<file path="src/rtl/ldpc_pkg.sv">
// Shared LDPC decoder definitions: default message width, VNU state encoding, saturation bounds.
package ldpc_pkg;
    localparam int QW_DEF = 6;

    typedef enum logic [1:0] {
        IDLE = 2'd0,
        ACC  = 2'd1,
        UPD  = 2'd2
    } vnu_state_t;

    function automatic int clog2(input int n);
        int r;
        r = 0;
        for (int v = n - 1; v > 0; v = v >> 1) r++;
        return r;
    endfunction

    // Symmetric range keeps negation of any saturated message representable.
    function automatic int sat_max(input int qw);
        return (1 << (qw - 1)) - 1;
    endfunction

    function automatic int sat_min(input int qw);
        return -((1 << (qw - 1)) - 1);
    endfunction
endpackage

</file>
<file path="src/rtl/vnu_sat.sv">
// Symmetric saturator from IW-bit signed value down to QW bits.
// Combinational, zero latency; no flow control.
module vnu_sat
    import ldpc_pkg::*;
#(
    parameter int IW = 9,
    parameter int QW = QW_DEF
) (
    input  logic signed [IW-1:0] x_i,
    output logic signed [QW-1:0] y_o
);
    localparam logic signed [IW-1:0] MAX_W = IW'(sat_max(QW));
    localparam logic signed [IW-1:0] MIN_W = IW'(sat_min(QW));

    always_comb begin
        if (x_i > MAX_W) begin
            y_o = MAX_W[QW-1:0];
        end else if (x_i < MIN_W) begin
            y_o = MIN_W[QW-1:0];
        end else begin
            y_o = x_i[QW-1:0];
        end
    end
endmodule

</file>
<file path="src/rtl/vnu_param_serial.sv">
// LDPC variable-node unit of degree DV, serial C2V accumulation; VNU_HARD_DEC_EN adds hard_bit/hd_flip.
// Latency DV+1 cycles start->done; no backpressure: start ignored while busy, init aborts any update.
module vnu_param_serial
    import ldpc_pkg::*;
#(
    parameter int QW = QW_DEF,
    parameter int DV = 3
) (
    input  logic             clk,
    input  logic             rst,
    input  logic             init,
    input  logic             start,
    input  logic [QW-1:0]    l_in,
    input  logic [DV*QW-1:0] c2v_flat,
    output logic [DV*QW-1:0] v2c_flat,
    output logic [QW-1:0]    v_out,
    output logic             busy,
    output logic             done
`ifdef VNU_HARD_DEC_EN
    ,
    output logic             hard_bit,
    output logic             hd_flip
`endif
);
    localparam int AW   = QW + clog2(DV + 1);
    localparam int IDXW = (DV > 1) ? clog2(DV) : 1;

    vnu_state_t           state_q;
    logic signed [AW-1:0] acc_q;
    logic signed [AW-1:0] acc_d;
    logic [IDXW-1:0]      idx_q;
    logic [QW-1:0]        v2c_q [DV];
    logic [QW-1:0]        v_out_q;
    logic                 done_q;

    logic [QW-1:0]        c2v [DV];
    logic signed [AW:0]   ext_diff [DV];
    logic [QW-1:0]        v2c_sat [DV];
    logic [QW-1:0]        v_sat;
    logic signed [AW-1:0] l_ext;
    logic signed [AW-1:0] c2v_sel_ext;

`ifdef VNU_HARD_DEC_EN
    logic hard_q;
    logic flip_q;

    assign hard_bit = hard_q;
    assign hd_flip  = flip_q;
`endif

    assign l_ext       = {{(AW-QW){l_in[QW-1]}}, l_in};
    assign c2v_sel_ext = {{(AW-QW){c2v[idx_q][QW-1]}}, c2v[idx_q]};
    assign acc_d       = acc_q + c2v_sel_ext;

    // Extrinsic subtraction carries one extra bit so it can never wrap.
    for (genvar i = 0; i < DV; i++) begin : g_ch
        assign c2v[i]      = c2v_flat[i*QW +: QW];
        assign ext_diff[i] = {acc_q[AW-1], acc_q} - {{(AW+1-QW){c2v[i][QW-1]}}, c2v[i]};
        assign v2c_flat[i*QW +: QW] = v2c_q[i];

        vnu_sat #(.IW(AW + 1), .QW(QW)) u_sat_v2c (
            .x_i (ext_diff[i]),
            .y_o (v2c_sat[i])
        );
    end

    vnu_sat #(.IW(AW), .QW(QW)) u_sat_v (
        .x_i (acc_q),
        .y_o (v_sat)
    );

    assign v_out = v_out_q;
    assign done  = done_q;
    assign busy  = (state_q == ACC) || (state_q == UPD);

    always_ff @(posedge clk or negedge rst) begin
        if (!rst) begin
            state_q <= IDLE;
            acc_q   <= '0;
            idx_q   <= '0;
            v_out_q <= '0;
            done_q  <= 1'b0;
            for (int i = 0; i < DV; i++) v2c_q[i] <= '0;
`ifdef VNU_HARD_DEC_EN
            hard_q  <= 1'b0;
            flip_q  <= 1'b0;
`endif
        end else begin
            done_q <= 1'b0;
`ifdef VNU_HARD_DEC_EN
            flip_q <= 1'b0;
`endif
            if (init) begin
                state_q <= IDLE;
                v_out_q <= l_in;
                for (int i = 0; i < DV; i++) v2c_q[i] <= l_in;
`ifdef VNU_HARD_DEC_EN
                hard_q  <= l_in[QW-1];
`endif
            end else begin
                case (state_q)
                    IDLE: begin
                        if (start) begin
                            acc_q   <= l_ext;
                            idx_q   <= '0;
                            state_q <= ACC;
                        end
                    end
                    ACC: begin
                        acc_q <= acc_d;
                        if (idx_q == IDXW'(DV - 1)) begin
                            idx_q   <= '0;
                            state_q <= UPD;
                        end else begin
                            idx_q <= idx_q + IDXW'(1);
                        end
                    end
                    UPD: begin
                        for (int i = 0; i < DV; i++) v2c_q[i] <= v2c_sat[i];
                        v_out_q <= v_sat;
                        done_q  <= 1'b1;
                        state_q <= IDLE;
`ifdef VNU_HARD_DEC_EN
                        hard_q  <= acc_q[AW-1];
                        flip_q  <= (acc_q[AW-1] != hard_q);
`endif
                    end
                    default: state_q <= IDLE;
                endcase
            end
        end
    end
endmodule

</file>
<file path="config.mk">
export PLATFORM = sky130hd
export DESIGN_NAME = vnu_param_serial
export DESIGN_NICKNAME = d
export VERILOG_FILES = /design/src/rtl/ldpc_pkg.sv /design/src/rtl/vnu_sat.sv /design/src/rtl/vnu_param_serial.sv
export SDC_FILE = /design/constraint.sdc
export NUM_CORES = 1
export LEC_CHECK = 0
export BUFFER_PORTS_ARGS = -buffer_cell sky130_fd_sc_hd__buf_4
export CELL_PAD_IN_SITES_DETAIL_PLACEMENT = 1
export CELL_PAD_IN_SITES_GLOBAL_PLACEMENT = 1
export CORE_MARGIN = 3
export CORE_UTILIZATION = 43
export DETAILED_ROUTE_END_ITERATION = 10
export GPL_TIMING_DRIVEN = 0
export PLACE_DENSITY_LB_ADDON = 0.15
export SLEW_MARGIN = 10
export SYNTH_ARGS = -nofsm -noshare
export SYNTH_HDL_FRONTEND = slang
export SYNTH_SLANG_ARGS = --single-unit
</file>
<file path="constraint.sdc">
create_clock -name clk -period 3.5 [get_ports clk]
set_clock_uncertainty 0.05 [all_clocks]
set_input_delay 0.35 -clock clk [delete_from_list [all_inputs] [get_ports clk]]
set_output_delay 0.35 -clock clk [all_outputs]
set_load 0.02 [all_outputs]
</file>
==> flow_metrics.tcl, run 1 <==
set metrics [dict create \
    synthMuxAreaShare 0.05988 \
    ys_seq_area_frac 0.2702 \
    cpPeakStageDelay_ps 390 \
    grt_max_degree 38 \
    root_buffer "clkbuf_8" \
    antenna_found_initial 0 \
    synth_common_cells "nor2_1 (42), nand2_1 (39), dfrtp_1 (37)" \
    synth.distinct_cells 54 \
    hold_end "v_out[2]$_DFFE_PN0P_" \
    synth_top_family_by_area "compound AO/OA/AOI/OAI gates" \
    dr.pass1.iters 4 \
    die-area_um2 9077 \
    area_delta_synth_final_pct 17.71 \
    cts_tree "built" \
    clock-sinks 37 \
    synthAdderAreaFrac 0.1512 \
    power.density_nw_per_um2 780.2 \
    leakage_nw 1.844 \
    fmax_ghz 0.3289 \
    nFillCells 934 \
    synth_top_area_frac 0.2702 \
    clock_latency_ps 300 \
    die_h_um 95.28 \
    p_total_mw 3.147 \
    hp-class "in -> reg" \
    setup_ws_ps 459.6 \
    clockBufferDepth 2 \
    port_buffers 52 \
    yosysTopAreaCell "dfrtp_1" \
    place_inst 570 \
    cap_violations 0 \
    totalWireLength_mm 11.03 \
    setup_tns_ps 0 \
    drive_gt1_frac 0.1542 \
    h-tree-depth 2 \
    grt_pass1_vias 3437 \
    end_kind "flop" \
    min-delay-start "l_in[2]" \
    grt_pass1_wl_mm 17.40 \
    cts_buffers 5 \
    p_int_mw 1.560 \
    synth_ff_type "dfrtp_1" \
    slew_violations 0 \
    period_needed_ps 3040 \
    rr_endpoint "acc_q[6]$_DFFE_PN0P_" \
    cp_num_buf_inv 3 \
    post_cts_resized 0 \
    worst-setup-path-type "reg -> reg" \
    syn-instance-count 419 \
    hpwl_mm 8.790 \
    antennaDiodeCount 0 \
    status "finished clean" \
    dp_slack_ps 525.8 \
    synth_area_um2 3427 \
    path_clk_slew_ps 90 \
    slowest_stage "fa_1" \
    ys_top_cells_by_area "dfrtp_1 (27%), ha_1 (13%), mux2i_1 (4.7%), nor2_1 (4.6%), a21oi_1 (4.5%)" \
    synth_nets 486 \
    core-area_um2 7486 \
    std_cell_rows 31 \
    nNetsFinal 546 \
    drc 0 \
    place.gp.congestion 0.8493 \
    synth-compound-area-share 0.2428 \
    p_sw_mw 1.588 \
    whs_path_depth 2 \
    required_ps 3610 \
    drtAntennaViolNets 0 \
    ir_worst_vdd_mv 0.4208 \
    synth_edf_count 0 \
    arrival_ps 3150 \
    ys_warn_count 0 \
    die_w_um 95.28 \
    relSlewSlack 0.5803 \
    cp-start-kind "flop" \
    worst_pin_slew_ps 627.2 \
    grt-ovfl-total 0 \
    worst-path-max-fanout 9 \
    synth-xor-area-share 0.04089 \
    sw_frac_of_total 0.5044 \
    ys_seq_elements 37 \
    hold_viol 0 \
    fin_crit_sh 0.8687 \
    crit_top_cell "o21ai_0" \
    ff2ff_setup_slack_ps 460 \
    synthArstFlopShare 1.000 \
    viasPerCell 5.718 \
    cp_top_family "compound AO/OA/AOI/OAI gates" \
    p_seq_frac 0.230 \
    rr_startpoint "idx_q[1]$_DFFE_PN0P_" \
    io_pins 54 \
    cp_cell_sequence "buf_2, nor2b_1, clkbuf_1, nand2_1, o21ai_0, ha_1, inv_1, fa_1, nor2b_1, o21ai_0, a21boi_1, o21ai_0, a21o_1, a31oi_1, a21oi_1" \
    start_util 0.4578 \
    power_frac_comb 0.671 \
    wl_per_cell_um 19.05 \
    avgSynthCellArea_um2 8.179 \
    grt_setup_unrepaired "no" \
    r2r_cells 15 \
    yosysMostFrequentCell "nor2_1" \
    synth_simple_gate_area_share 0.1804 \
    setup_viol 0 \
    grt_use_total 0.2508 \
    pwr-share-clk 0.099 \
    route.vias.total 3311 \
    drt_iter0_markers 121 \
    fin_cells 579 \
    post_cts_buffers 0 \
]
==> flip-flops by register name, indices dropped and copies added, names as in the netlist <==
register and cells:
v_out 6, done 1, state_q 2, v2c_flat 18
acc_q 8, idx_q 2
==> cells by family after synthesis <==
| logic type | after synthesis |
|---|---|
| AO/OA/AOI/OAI | 128 |
| XOR/XNOR | 16 |
| adder cells (fa/ha/maj) | 39 |
| buffers and inverters | 49 |
| flip-flops | 37 |
| multiplexers | 20 |
| AND/OR/NAND/NOR | 130 |
==> final cells by class <==
class	count	area, um2	area share
Tap cell	99	123.9	0.03071
Buffer	13	52.55	0.01303
Sequential cell	37	925.9	0.2295
Inverter	36	135.1	0.03350
Multi-Input combinational cell	333	2313	0.5735
Clock buffer	6	72.57	0.01799
Timing Repair Buffer	53	400.4	0.09926
Clock inverter	2	10.01	0.002481
==> cells in the final DEF (no fill, tap or decap), types with 6 or more instances in the layout <==
| cell type | instances |
|---|---|
| nand3_1 | 6 |
| buf_4 | 52 |
| clkbuf_1 | 10 |
| a31oi_1 | 6 |
| a21oi_1 | 31 |
| dfrtp_1 | 37 |
| nand2_1 | 39 |
| o21ai_1 | 10 |
| nor2_1 | 42 |
| o2111ai_1 | 7 |
| nor2b_1 | 13 |
| mux2i_1 | 16 |
| inv_1 | 36 |
| ha_1 | 35 |
| xnor2_1 | 11 |
| o21ai_0 | 23 |
==> power groups by stage <==
stage / Combinational [mW] / Sequential, mW / Clock (mW)
6_report: 2.11 / 0.724 / 0.313
5_1_grt: 2.35 / 0.739 / 0.340
4_1_cts: 2.11 / 0.723 / 0.311
3_5_place_dp: 2.09 / 0.731 / 0
3_3_place_gp: 1.99 / 0.724 / 0
2_1_floorplan: 1.49 / 0.724 / 0
==> per-stage QoR <==
step / utilization / hold slack [ps] / area (um2)
6_report: 0.5389 / 251.2 / 4034
3_3_place_gp: 0.5265 / 303.5 / 3941
5_1_grt: 0.5389 / 238.5 / 4034
2_1_floorplan: - / 4.409 / 3427
3_5_place_dp: 0.5265 / 307.2 / 3941
4_1_cts: 0.5389 / 256.0 / 4034
==> worst register-to-register path, delay by kind of cell (launching register included) <==
kind | cells | cell delay (ps)
flops | 1 | 360
fa+ha+maj | 2 | 600
simple gates | 3 | 330
compound gates | 7 | 1050
buf+inv | 3 | 510
==> metal layers <==
layer  GRT usage  wire, um  up-vias
met5           0         0        -
met4     0.05649       159        0
met3     0.05130       605       15
met2      0.4385      5486       77
met1      0.3167      4776     1603
li1            -         -     1616
==> timing repair <==
item                                    4_1_cts  5_1_grt
endpoints found under the setup margin        0        0
hold buffers                                  1        0
hold endpoints to repair                     37        0
==> how the worst max path moves through the flow <==
stage                                     from                   end  depth (start not counted)
after floorplan           idx_q[1]$_DFFE_PN0P_  acc_q[6]$_DFFE_PN0P_                         15
after global placement    idx_q[1]$_DFFE_PN0P_  acc_q[7]$_DFFE_PN0P_                         13
after detailed placement  idx_q[1]$_DFFE_PN0P_  acc_q[6]$_DFFE_PN0P_                         15
after CTS                 idx_q[1]$_DFFE_PN0P_  acc_q[6]$_DFFE_PN0P_                         15
after global routing      idx_q[1]$_DFFE_PN0P_  acc_q[7]$_DFFE_PN0P_                         13
final                     idx_q[1]$_DFFE_PN0P_  acc_q[6]$_DFFE_PN0P_                         15
(Power assumes the default switching activity.)
==> run 2: changes to the inputs <==
--- a/config.mk
+++ b/config.mk
@@ -12,7 +12,7 @@
 export CORE_UTILIZATION = 43
 export DETAILED_ROUTE_END_ITERATION = 10
 export GPL_TIMING_DRIVEN = 0
-export PLACE_DENSITY_LB_ADDON = 0.15
+export PLACE_DENSITY = 0.83
 export SLEW_MARGIN = 10
 export SYNTH_ARGS = -nofsm -noshare
 export SYNTH_HDL_FRONTEND = slang
==> flow_metrics.tcl, run 2 (synthesis gave the netlist of run 1 again) <==
set metrics [dict create \
    rr_endpoint "acc_q[7]$_DFFE_PN0P_" \
    fmax_ghz 0.3153 \
    period_needed_ps 3171 \
    h-tree-depth 2 \
    ff2ff_setup_slack_ps 330 \
    cts_buffers 5 \
    path_clk_slew_ps 80 \
    cpPeakStageDelay_ps 370 \
    post_cts_buffers 0 \
    totalWireLength_mm 11.11 \
    ir_worst_vdd_mv 0.4566 \
    place_area_um2 3941 \
    power.density_nw_per_um2 789.4 \
    grt_max_degree 38 \
    layout.cells.most_common "buf_4" \
    grt_use_total 0.2517 \
    drc 0 \
    core-area_um2 7486 \
    dp_slack_ps 397.4 \
    worst_pin_slew_ps 647.6 \
    hpwl_mm 8.714 \
    cp_num_buf_inv 2 \
    drt_iter0_markers 108 \
    fin_crit_sh 0.9061 \
    setup_tns_ps 0 \
    cap_violations 0 \
    grt_pass1_wl_mm 17.44 \
    worst-setup-path-type "reg -> reg" \
    nFillCells 915 \
    slew_violations 0 \
    viasPerCell 5.845 \
    worst-path-max-fanout 9 \
    slowest_stage "a2111oi_0" \
    hold_buffers 1 \
    final_cell_mix "buf_4 (52), nor2_1 (42), nand2_1 (39)" \
    r2r_cells 13 \
    setup_ws_ps 328.6 \
    dr.pass1.iters 5 \
    grt-ovfl-total 0 \
    clockBufferDepth 2 \
    area_delta_synth_final_pct 18.25 \
    clock-sinks 37 \
    drtAntennaViolNets 0 \
    drive_gt1_frac 0.1563 \
    antennaDiodeCount 0 \
    grt_pass1_vias 3508 \
    antenna_found_initial 0 \
    cts_tree "built" \
    io_pins 54 \
    wl_per_cell_um 19.18 \
    root_buffer "clkbuf_8" \
    leakage_nw 1.853 \
    status "finished clean" \
    largest_reg_flops 18 \
    arrival_ps 3290 \
    relSlewSlack 0.5667 \
    die-area_um2 9077 \
    hp-class "in -> reg" \
    std_cell_rows 31 \
    whs_path_depth 2 \
    crit_top_cell "a21oi_1" \
    start_util 0.4578 \
    nNetsFinal 546 \
    die_h_um 95.28 \
    setup_viol 0 \
    min-delay-start "l_in[2]" \
    clock_latency_ps 300 \
    cp_cell_sequence "buf_2, mux2i_1, nor2_1, a21oi_1, inv_1, ha_1, a21oi_1, o21ai_1, a2111oi_0, nor3_1, xnor2_1, a21boi_1, a2bb2oi_1" \
    required_ps 3620 \
    cp-start-kind "flop" \
    cp_top_family "compound AO/OA/AOI/OAI gates" \
    post_cts_resized 0 \
    rr_startpoint "idx_q[1]$_DFFE_PN0P_" \
    hold_end "v_out[2]$_DFFE_PN0P_" \
    port_buffers 52 \
    place.gp.congestion 0.8871 \
    grt_setup_unrepaired "no" \
    end_kind "flop" \
    route.vias.total 3384 \
    hold_viol 0 \
    die_w_um 95.28 \
    final_cell_area_um2 4053 \
]
## run 2: cell types whose count changed in the layout (fill, tap and decap cells not counted)
cell      change
clkbuf_8      +2
clkbuf_1      -1
clkinv_2      -1
## run 2: area by class of cell
class                   count  area, um2  area share
plain buffers              13      52.55     0.01297
multi-input cells         333       2313      0.5709
flip-flops and latches     37      925.9      0.2285
well taps                  99      123.9     0.03057
inverters                  36      135.1     0.03334
clock inverters             1      5.005    0.001235
clock buffers               7      96.34     0.02377
repair buffers             53      400.4     0.09880
## run 2: per-layer routing
| metal | vias to the layer above | global-route usage | part of all wire |
|---|---|---|---|
| li1 | 1628 | - | - |
| met3 | 18 | 0.03394 | 0.047 |
| met2 | 83 | 0.4391 | 0.50 |
| met1 | 1655 | 0.3242 | 0.44 |
| met5 | - | 0 | 0 |
| met4 | 0 | 0.06971 | 0.016 |
## run 2: power by group
group	internal [mW]	total (mW)	leakage, nW	switching (mW)
Clock	0.178	0.348	0.0542	0.169
Combinational	0.886	2.13	1.35	1.24
Sequential	0.535	0.723	0.445	0.188
Total	1.60	3.20	1.85	1.60
## run 2: worst max path at each step
stage | start | to | cells past startpoint
3_3_place_gp | idx_q[1]$_DFFE_PN0P_ | acc_q[7]$_DFFE_PN0P_ | 13
2_1_floorplan | idx_q[1]$_DFFE_PN0P_ | acc_q[6]$_DFFE_PN0P_ | 15
4_1_cts | idx_q[1]$_DFFE_PN0P_ | acc_q[7]$_DFFE_PN0P_ | 13
5_1_grt | idx_q[1]$_DFFE_PN0P_ | acc_q[7]$_DFFE_PN0P_ | 13
3_5_place_dp | idx_q[1]$_DFFE_PN0P_ | acc_q[7]$_DFFE_PN0P_ | 13
6_report | idx_q[1]$_DFFE_PN0P_ | acc_q[7]$_DFFE_PN0P_ | 13
## run 2: stage by stage
stage            util  cells  power, mW  hold WS, ps
6_report       0.5414    579      3.199        259.4
5_1_grt        0.5414    579      3.477        260.6
4_1_cts        0.5414    579      3.183        260.3
3_5_place_dp   0.5265    570      2.821        305.1
3_3_place_gp   0.5265    570      2.714        296.8
2_1_floorplan       -    419      2.210        4.409
## run 2: worst register-to-register path, cell delays in order (launching register included)
cell and delay (ps):
dfrtp_1 320, buf_2 290, mux2i_1 280, nor2_1 90
a21oi_1 280, inv_1 90, ha_1 270, a21oi_1 210
o21ai_1 140, a2111oi_0 370, nor3_1 130, xnor2_1 250
a21boi_1 110, a2bb2oi_1 150
==> run 3: changes to the inputs <==
--- a/config.mk
+++ b/config.mk
@@ -9,10 +9,10 @@
 export CELL_PAD_IN_SITES_DETAIL_PLACEMENT = 1
 export CELL_PAD_IN_SITES_GLOBAL_PLACEMENT = 1
 export CORE_MARGIN = 3
-export CORE_UTILIZATION = 43
+export CORE_UTILIZATION = 39
 export DETAILED_ROUTE_END_ITERATION = 10
 export GPL_TIMING_DRIVEN = 0
-export PLACE_DENSITY = 0.83
+export PLACE_DENSITY = 0.8
 export SLEW_MARGIN = 10
 export SYNTH_ARGS = -nofsm -noshare
 export SYNTH_HDL_FRONTEND = slang
==> constraint.sdc (replaced) <==
create_clock -name clk -period 2.8 [get_ports clk]
set_clock_uncertainty 0.05 [all_clocks]
set_input_delay 0.28 -clock clk [delete_from_list [all_inputs] [get_ports clk]]
set_output_delay 0.28 -clock clk [all_outputs]
set_load 0.02 [all_outputs]
==> flow_metrics.tcl, run 3 (synthesis gave the netlist of run 1 again) <==
set metrics [dict create \
    slowest_stage "dfrtp_1" \
    antennaDiodeCount 0 \
    hpwl_mm 8.887 \
    grt_use_total 0.2299 \
    grt_max_degree 38 \
    setup_viol 0 \
    arrival_ps 2980 \
    area_delta_synth_final_pct 27.16 \
    ff_latch_area_um2 928.4 \
    cp_top_family "buffers and inverters" \
    p_sw_mw 2.244 \
    start_util 0.4089 \
    ir_worst_vdd_mv 0.5337 \
    whs_path_depth 2 \
    grt-ovfl-total 0 \
    crit_top_cell "buf_4" \
    relSlewSlack 0.5514 \
    cp_cell_sequence "buf_6, nor2b_1, buf_4, buf_4, nand2_1, o21ai_1, ha_2, buf_4, nor2b_2, o21ai_2, a21boi_2, buf_4, buf_4, buf_4, nor2_2, mux2i_1, a21oi_1" \
    cap_violations 0 \
    final_cell_mix "buf_4 (70), nor2_1 (40), nand2_1 (38)" \
    required_ps 2990 \
    status "finished clean" \
    route.vias.total 3520 \
    h-tree-depth 2 \
    leakage_nw 1.949 \
    viasPerCell 5.837 \
    ff2ff_setup_slack_ps 10 \
    final_cell_area_um2 4358 \
    core-area_um2 8382 \
    clock-sinks 37 \
    place.gp.congestion 0.8297 \
    pwr-share-clk 0.092 \
    drtAntennaViolNets 0 \
    power_frac_comb 0.702 \
    drt_iter0_markers 112 \
    worst-path-max-fanout 5 \
    fin_crit_sh 0.9958 \
    cts_buffers 5 \
    whs_ps 187.6 \
    grt_setup_unrepaired "yes" \
    fmax_ghz 0.3586 \
    p_int_mw 2.224 \
    largest_reg_flops 18 \
    place_area_um2 3949 \
    std_cell_rows 33 \
    cp_num_buf_inv 7 \
    slew_violations 0 \
    totalWireLength_mm 12.19 \
    rr_startpoint "idx_q[1]$_DFFE_PN0P_" \
    antenna_found_initial 0 \
    sw_frac_of_total 0.5023 \
    nNetsFinal 564 \
    wl_per_cell_um 20.22 \
    p_seq_frac 0.206 \
    drc 0 \
    nFillCells 1017 \
    critPathLaunch "idx_q[1]$_DFFE_PN0P_" \
    hp-class "in -> reg" \
    worst-setup-path-type "reg -> reg" \
    r2r_cells 17 \
    p_total_mw 4.468 \
    drive_gt1_frac 0.2570 \
    rr_endpoint "acc_q[4]$_DFFE_PN0P_" \
    multi_input_area_um2 2466 \
    hold_end "v_out[4]$_DFFE_PN0P_" \
    grt_pass1_wl_mm 18.02 \
    die-area_um2 9948 \
    grt_pass1_vias 3593 \
    end_kind "flop" \
    min-delay-start "l_in[4]" \
    cp-start-kind "flop" \
    clockBufferDepth 2 \
    clock_latency_ps 310 \
    worst_pin_slew_ps 670.4 \
    cpPeakStageDelay_ps 390 \
    port_buffers 52 \
    die_h_um 99.74 \
    die_w_um 99.74 \
    setup_tns_ps 0 \
    layout.cells.most_common "buf_4" \
    hold_viol 0 \
    root_buffer "clkbuf_8" \
    path_clk_slew_ps 90 \
    period_needed_ps 2788 \
    io_pins 54 \
    cts_tree "built" \
    power.density_nw_per_um2 1025 \
    dr.pass1.iters 4 \
]
## run 3: cell count changes in the layout (fill, tap and decap cells not counted), sizes merged
| cell | before | now |
|---|---|---|
| buf | 56 | 75 |
| clkinvlp | 0 | 1 |
| clkinv | 1 | 2 |
| clkbuf | 16 | 13 |
## run 3: area by class of cell
class,instances,area share
Multi-Input combinational cell,333,0.5659
Sequential cell,37,0.2130
Timing Repair Buffer,71,0.1237
Inverter,36,0.03158
Tap cell,105,0.03015
Clock buffer,5,0.01579
Buffer,13,0.01579
Clock inverter,3,0.004020
## run 3: per-stage QoR
step / cells / worst slack, ps / util
6_report: 603 / 11.74 / 0.5199
5_1_grt: 603 / -85.16 / 0.5199
4_1_cts: 596 / 11.69 / 0.4986
3_5_place_dp: 576 / -370.1 / 0.4711
3_3_place_gp: 576 / -187.9 / 0.4711
2_1_floorplan: 419 / 180.7 / -
## run 3: layer usage
metal  global-route usage  part of all wire  up-vias
met2               0.3915              0.48       81
met4              0.06513             0.035        0
met5                    0                 0        -
met3              0.02805             0.041       34
li1                     -                 -     1657
met1               0.3059              0.44     1748
## run 3: how the worst max path moves through the flow
| stage | endpoint | cells after the start |
|---|---|---|
| floorplan | acc_q[6]$_DFFE_PN0P_ | 15 |
| global placement | acc_q[7]$_DFFE_PN0P_ | 13 |
| detailed placement | acc_q[7]$_DFFE_PN0P_ | 13 |
| CTS | acc_q[7]$_DFFE_PN0P_ | 14 |
| global route | acc_q[4]$_DFFE_PN0P_ | 17 |
| finish | acc_q[4]$_DFFE_PN0P_ | 17 |
## run 3: power by group through the flow
| stage | Clock (mW) | Sequential [mW] | Combinational [mW] |
|---|---|---|---|
| global route | 0.428 | 0.938 | 3.42 |
| global placement | 0 | 0.907 | 2.49 |
| finish | 0.411 | 0.922 | 3.14 |
| detailed placement | 0 | 0.916 | 2.62 |
| CTS | 0.407 | 0.902 | 2.83 |
| floorplan | 0 | 0.905 | 1.86 |
## run 3: repair_timing
action,CTS,global route
gates resized for setup,20,33
hold endpoints to repair,37,0
pin swaps,10,23
buffers inserted,11,7
setup endpoints to repair,16,18
hold buffers,1,0
